File: src/rtl/button_bounce_gen.sv
// button_bounce_gen: turns a clean level request into a bouncing button waveform, then holds the settled level
module button_bounce_gen #(
  parameter int          CLK_FREQ  = 95_000,
  parameter int          N_BOUNCES = 4,
  parameter int          SEG_W     = 4,
  parameter int          SETTLE_US = 20,
  parameter logic [15:0] LFSR_SEED = 16'hACE1,
  parameter logic        RST_LEVEL = 1'b0
) (
  input  logic clk,
  input  logic rst,
  input  logic level_req,
  input  logic en_bounce,
  output logic button_out,
  output logic busy,
  output logic done
);
  localparam int PRE_N = CLK_FREQ / 1000;
  localparam int PW = $clog2(PRE_N + 1);
  localparam int BW = $clog2(2 * N_BOUNCES + 2);
  localparam int SW = $clog2(SETTLE_US + 1);
  localparam int CW = SEG_W + 1;
  localparam logic [PW-1:0] PRE_MAX = PW'(PRE_N - 1);
  localparam logic [15:0] SEED = (LFSR_SEED == 16'h0) ? 16'h1 : LFSR_SEED;
  localparam logic [1:0] IDLE = 2'd0, BOUNCE = 2'd1, SETTLE = 2'd2;
  logic [1:0] state_q, state_d;
  logic button_out_q, button_out_d, busy_q, busy_d, done_q, done_d, target_q, target_d;
  logic [15:0] lfsr_q, lfsr_d, lfsr_nx;
  logic [CW-1:0] seg_q, seg_d, seglen;
  logic [BW-1:0] bnc_q, bnc_d;
  logic [SW-1:0] settle_q, settle_d;
  logic [PW-1:0] pre_q, pre_d;
  logic tick;
  assign button_out = button_out_q;
  assign busy = busy_q;
  assign done = done_q;
  // sequencer: µs prescaler, LFSR segment widths and the IDLE/BOUNCE/SETTLE walk
  always_comb begin
    tick = busy_q && (pre_q == PRE_MAX);
    lfsr_nx = lfsr_q[0] ? ((lfsr_q >> 1) ^ 16'hB400) : (lfsr_q >> 1);
    seglen = CW'(lfsr_q[SEG_W-1:0]) + CW'(1);
    state_d = state_q;
    button_out_d = button_out_q;
    busy_d = busy_q;
    done_d = 1'b0;
    target_d = target_q;
    lfsr_d = lfsr_q;
    seg_d = seg_q;
    bnc_d = bnc_q;
    settle_d = settle_q;
    pre_d = (!busy_q || tick) ? '0 : pre_q + PW'(1);
    case (state_q)
      IDLE: if (level_req != button_out_q) begin
        button_out_d = level_req;
        if (en_bounce) begin
          target_d = level_req;
          seg_d = seglen;
          bnc_d = BW'(2 * N_BOUNCES);
          lfsr_d = lfsr_nx;
          state_d = BOUNCE;
          busy_d = 1'b1;
          pre_d = '0;
        end else done_d = 1'b1;
      end
      BOUNCE: if (tick) begin
        seg_d = seg_q - CW'(1);
        if (seg_q == CW'(1)) begin
          if (bnc_q == '0) begin
            state_d = SETTLE;
            settle_d = SW'(SETTLE_US);
            pre_d = '0;
          end else begin
            button_out_d = ~button_out_q;
            bnc_d = bnc_q - BW'(1);
            seg_d = seglen;
            lfsr_d = lfsr_nx;
          end
        end
      end
      SETTLE: begin
        button_out_d = target_q;
        if (tick) begin
          settle_d = settle_q - SW'(1);
          if (settle_q == SW'(1)) begin
            state_d = IDLE;
            busy_d = 1'b0;
            done_d = 1'b1;
          end
        end
      end
      default: state_d = IDLE;
    endcase
  end
  // state registers with asynchronous active-low reset
  always_ff @(posedge clk or negedge rst) begin
    if (!rst) begin
      state_q <= IDLE;
      button_out_q <= RST_LEVEL;
      busy_q <= 1'b0;
      done_q <= 1'b0;
      target_q <= RST_LEVEL;
      lfsr_q <= SEED;
      seg_q <= '0;
      bnc_q <= '0;
      settle_q <= '0;
      pre_q <= '0;
    end else begin
      state_q <= state_d;
      button_out_q <= button_out_d;
      busy_q <= busy_d;
      done_q <= done_d;
      target_q <= target_d;
      lfsr_q <= lfsr_d;
      seg_q <= seg_d;
      bnc_q <= bnc_d;
      settle_q <= settle_d;
      pre_q <= pre_d;
    end
  end
endmodule

File: config.mk
export PLATFORM = sky130hd
export DESIGN_NAME = button_bounce_gen
export DESIGN_NICKNAME = d
export VERILOG_FILES = /design/src/rtl/button_bounce_gen.sv
export SDC_FILE = /design/constraint.sdc
export NUM_CORES = 1
export LEC_CHECK = 0
export CORE_ASPECT_RATIO = 1.25
export CORE_UTILIZATION = 40
export CTS_BUF_LIST = sky130_fd_sc_hd__clkbuf_16
export DETAILED_ROUTE_END_ITERATION = 10
export GPL_TIMING_DRIVEN = 0
export HOLD_SLACK_MARGIN = 0.15
export MAX_ROUTING_LAYER = met4
export RECOVER_POWER = 25
export SYNTH_ARGS = -nofsm -noshare
export SYNTH_HDL_FRONTEND = slang
export SYNTH_SLANG_ARGS = --single-unit
File: constraint.sdc
create_clock -name clk -period 2.3 [get_ports clk]
set_input_delay 0.46 -clock clk [delete_from_list [all_inputs] [get_ports clk]]
set_output_delay 0.46 -clock clk [all_outputs]
set_load 0.01 [all_outputs]
== Yosys cells after proc, flatten, opt, wreduce, memory -nomap -nowiden ==
Cells that the tools add are included.
Word-level totals
  logic and storage cells: 101
  bits in registers: 43
  output and inout bits: 3
Operators by class
  reductions and logical operators: 16
  bitwise gates (word level): 2
  mux-type cells: 54
  add/sub/neg operators: 5
  equal/unequal tests: 14
Operators with widths (count)
  2-to-1 mux 16 bit: 6
  2-to-1 mux 5 bit: 9
  2-to-1 mux 7 bit: 6
  one-hot mux 16 bit (2 select lines): 1
  2-to-1 mux 4 bit: 5
  one-hot mux 5 bit (2 select lines): 2
  inequality test 2 bit (second input constant): 8
  AND reduction 5 bit: 3
  2-to-1 mux 2 bit: 7
  one-hot mux 7 bit (2 select lines): 1
  2-to-1 mux 1 bit: 12
  == test 5 x 1 -> 1 bit (second input constant): 2
  subtractor 5 x 1 -> 5 bit (second input constant): 2
  one-hot mux 4 bit (2 select lines): 1
  adder 7 x 1 -> 7 bit (second input constant): 1
  == test 7 bit (second input constant): 1
  AND reduction 7 bit: 1
  one-hot mux 2 bit (3 select lines): 1
  AND reduction 6 bit: 1
  nonzero test 2 bit: 3
  adder 4 x 1 -> 5 bit (second input constant): 1
  zero test 4 bit: 1
  inverter 3 -> 4 bit: 1
  one-hot mux 1 bit (2 select lines): 2
  13 further kinds: 13

== Logic depth before layout (Yosys ltp) ==
  word-level depth: 8
  mapped depth: 8

== Least setup slack after synthesis ==
OpenSTA, ideal clock, no wires.
  kind: register to register
  from: register seg_q[1]
  to: register state_q[0]
  slack: 196 ps
  cell stages (with the launch flop): 8
  data arrival time: 1976 ps
  buffers on the path: 0
  clock period less this slack: 2104 ps
  cell sequence: dfrtp_1 -> inv_1 -> ha_1 -> or4b_4 -> o41ai_4 -> nand2_1 -> a211oi_2 -> mux2_1
On the way
  cells in the longest elaborated chain, start to end: 3
Ends and longest elaborated chain
  start, declared: line 29  | logic [CW-1:0] seg_q, seg_d, seglen;
  start signal, assigned: line 114  | seg_q <= seg_d;
  == test 5 x 1 -> 1 bit: line 67  | if (seg_q == CW'(1)) begin
  inequality test 2 bit (no line)
  AND reduction 7 bit (no line)
  end signal, assigned: line 108  | state_q <= state_d;
  end, declared: line 26  | logic [1:0] state_q, state_d;
Every way passes these cells.
A chain may end at the register's enable or synchronous reset.

== Worst setup path after layout ==
Same ends and word-level chain as after synthesis.

==> results_dict.tcl <==
set metrics [dict create \
    status "complete, but fails checks" \
    violations "negative setup slack" \
    power_density_nw_per_um2 538.1 \
    syn_nets 230 \
    clock_sinks 43 \
    maxSlewViolCount 0 \
    dr.pass1.iters 4 \
    num_vias 1609 \
    worstHoldStart "pre_q[0]" \
    synth-edff-count 0 \
    cts_buffer_depth 2 \
    grt_pass1_vias 1670 \
    yosys-top-cells-count "dfrtp_1 (35), nand2_1 (18), nor2_1 (16)" \
    fin_hold_ws_ps 490.3 \
    synth-seq-cells 43 \
    crit_fanout 4 \
    drc 0 \
    slew_headroom 0.3683 \
    final_nets 251 \
    setup_violations 1 \
    clk_pin_slew_worst_paths_ps 60 \
    startpoint_type "flip-flop" \
    ys_warn_count 0 \
    path_class "flip-flop to flip-flop" \
    antenna_found_initial 0 \
    worstRegToRegCells 7 \
    grt.total_usage 0.1622 \
    finalCritPeriodShare 1.004 \
    yosysTopAreaCellShare 0.3757 \
    antenna_cells 0 \
    dp.cells 284 \
    synthesis.area_um2 2331 \
    htreeDepth 2 \
    syn2layout_area_growth_pct 17.07 \
    start_util 0.4224 \
    die_y_um 87.35 \
    drt_iter0_markers 89 \
    ios 7 \
    yosysMostFrequentCell "dfrtp_1" \
    r2r_start "seg_q[1]" \
    r2r_end "state_q[0]" \
    wl_um 4310 \
    multiInputGateArea_um2 1210 \
    synth-async-reset-ratio 1.000 \
    dp_slack_ps -263.6 \
    via_per_inst 5.381 \
    p_leak_uw 0.001269 \
    synth-xor-area-share 0.03757 \
    syn_inst 213 \
    synthMuxAreaShare 0.1159 \
    reg2reg_slack_ps -10 \
    gp_congestion 0.7542 \
    synth_ff_type "dfrtp_1" \
    crit_required_ps 2470 \
    final_antenna_net_count 0 \
    period_needed_ps 2310 \
    cp-end-kind "flip-flop" \
    hold_path_depth 1 \
    crit_arrival_ps 2480 \
    root_buffer "clkbuf_16" \
    die_area_um2 6139 \
    numCtsBuffers 5 \
    hold_class "flip-flop to flip-flop" \
    rows 30 \
    worstSkewPairLatency_ps 280 \
    skew_ps 2.604 \
    rsz0062_at_grt "yes" \
    synth_top_family_by_area "simple AND/OR/NAND/NOR gates" \
    synth_compound_area_frac 0.1229 \
    synth_largest_area_cell "dfrtp_1" \
    drive_gt1_frac 0.2511 \
    core_area_um2 5518 \
    syn_area_per_cell_um2 10.94 \
    fin_ws_ps -9.590 \
    die_w_um 70.28 \
    yosys.area_share.simple 0.1535 \
    ir_drop_v 0.0003460 \
    synth_cell_types 53 \
    yosys.area_share.adder 0.06978 \
    layout.cells.non_filler 299 \
    tightest_slew_ps 947.6 \
    fmax_mhz 433.0 \
    grt_pass1_wl_um 7569 \
    cts_tree "built" \
    wl_per_cell_um 14.41 \
    fillCellCount 488 \
    grt.overflow.total 0 \
    dp_hpwl_um 2986 \
    hold_violations 0 \
    grt_max_degree 29 \
    seqCellArea_um2 1087 \
    holdPathEnd "pre_q[0]" \
    maxCapViolCount 0 \
    ys_seq_area_frac 0.4659 \
    synthTopCellsByArea "dfrtp_1 (38%), dfstp_2 (9.0%), ha_1 (7.0%)" \
    io_buffer_count 6 \
    finalSetupTns_ps -9.590 \
]
cell families after synthesis:
logic type | after synthesis
muxes | 21
xor gates and xnor gates | 10
and+or+nand+nor | 68
buffers and inverters | 19
DFF | 43
adders and majority gates | 13
AOI/OAI and AO/OA | 39
power breakdown:
part | switching [µW] | leakage, µW | internal (µW)
clock | 286 | 0.0000710 | 396
combinational | 19.2 | 0.000654 | 10.2
sequential | 0 | 0.000544 | 757
total | 305 | 0.00127 | 1160
metal layers:
layer | share of wire | track usage
met5 | 0 | -
met4 | 0.017 | 0.06545
met3 | 0.024 | 0.03472
met2 | 0.49 | 0.2641
met1 | 0.47 | 0.1960
flip-flops by register name (all words and copies together) (netlist names):
register    count
target_q        1
done            1
button_out      1
bnc_q           4
lfsr_q         16
pre_q           7
seg_q           5
state_q         2
settle_q        5
busy            1
worst max-delay path, stage by stage, from the launching register on:
cell and delay [ps]:
dfrtp_1 390, inv_2 90, ha_4 120, or4b_4 500, o41ai_4 370, nand2_1 110
a211oi_2 290, mux2_4 330
per-stage QoR:
step                      utilization  instance area (µm²)  total power, µW
after global routing           0.4946                 2729             1522
after global placement         0.4478                 2471            796.3
final                          0.4946                 2729             1469
after CTS                      0.4787                 2641             1498
after detailed placement       0.4506                 2486            799.8
after floorplan                     -                 2331            774.0
worst max-delay path by stage:
stage,from,endpoint,slack [ps],cells after the start
after floorplan,seg_q[1],state_q[0],200,7
after global placement,rst,pre_q[0],-420,1
after detailed placement,level_req,bnc_q[1],-260,7
after CTS,seg_q[1],seg_q[1],20,8
after global routing,seg_q[1],state_q[0],-70,7
final,seg_q[1],state_q[0],-10,7
what timing repair did:
item / 4_1_cts / 5_1_grt
endpoints found under the hold margin: 15 / 0
endpoints found under the setup margin: 8 / 19
resized for setup: 2 / 11
pin swaps: 1 / 3
hold buffers: 1 / 0
buffers inserted: 0 / 6
cells in the final DEF (no fill, tap or decap), types with 6 or more instances in the layout:
cell type,n
dfrtp_1,34
nand2_1,17
nor2_1,16
inv_1,13
ha_1,12
mux2_4,11
o21ai_0,10
dfstp_2,8
nand3_1,7
mux2_2,7
a21oi_1,6
xor2_1,6
buf_4,6
cell type report:
cell class | count | area share
multi-input cells | 151 | 0.4434
flip-flops and latches | 43 | 0.3984
repair buffers | 14 | 0.04723
clock buffers | 5 | 0.04585
well taps | 64 | 0.02934
inverters | 13 | 0.01788
plain buffers | 6 | 0.01192
clock inverters | 3 | 0.005961
Power figures use the tool's default switching activity.
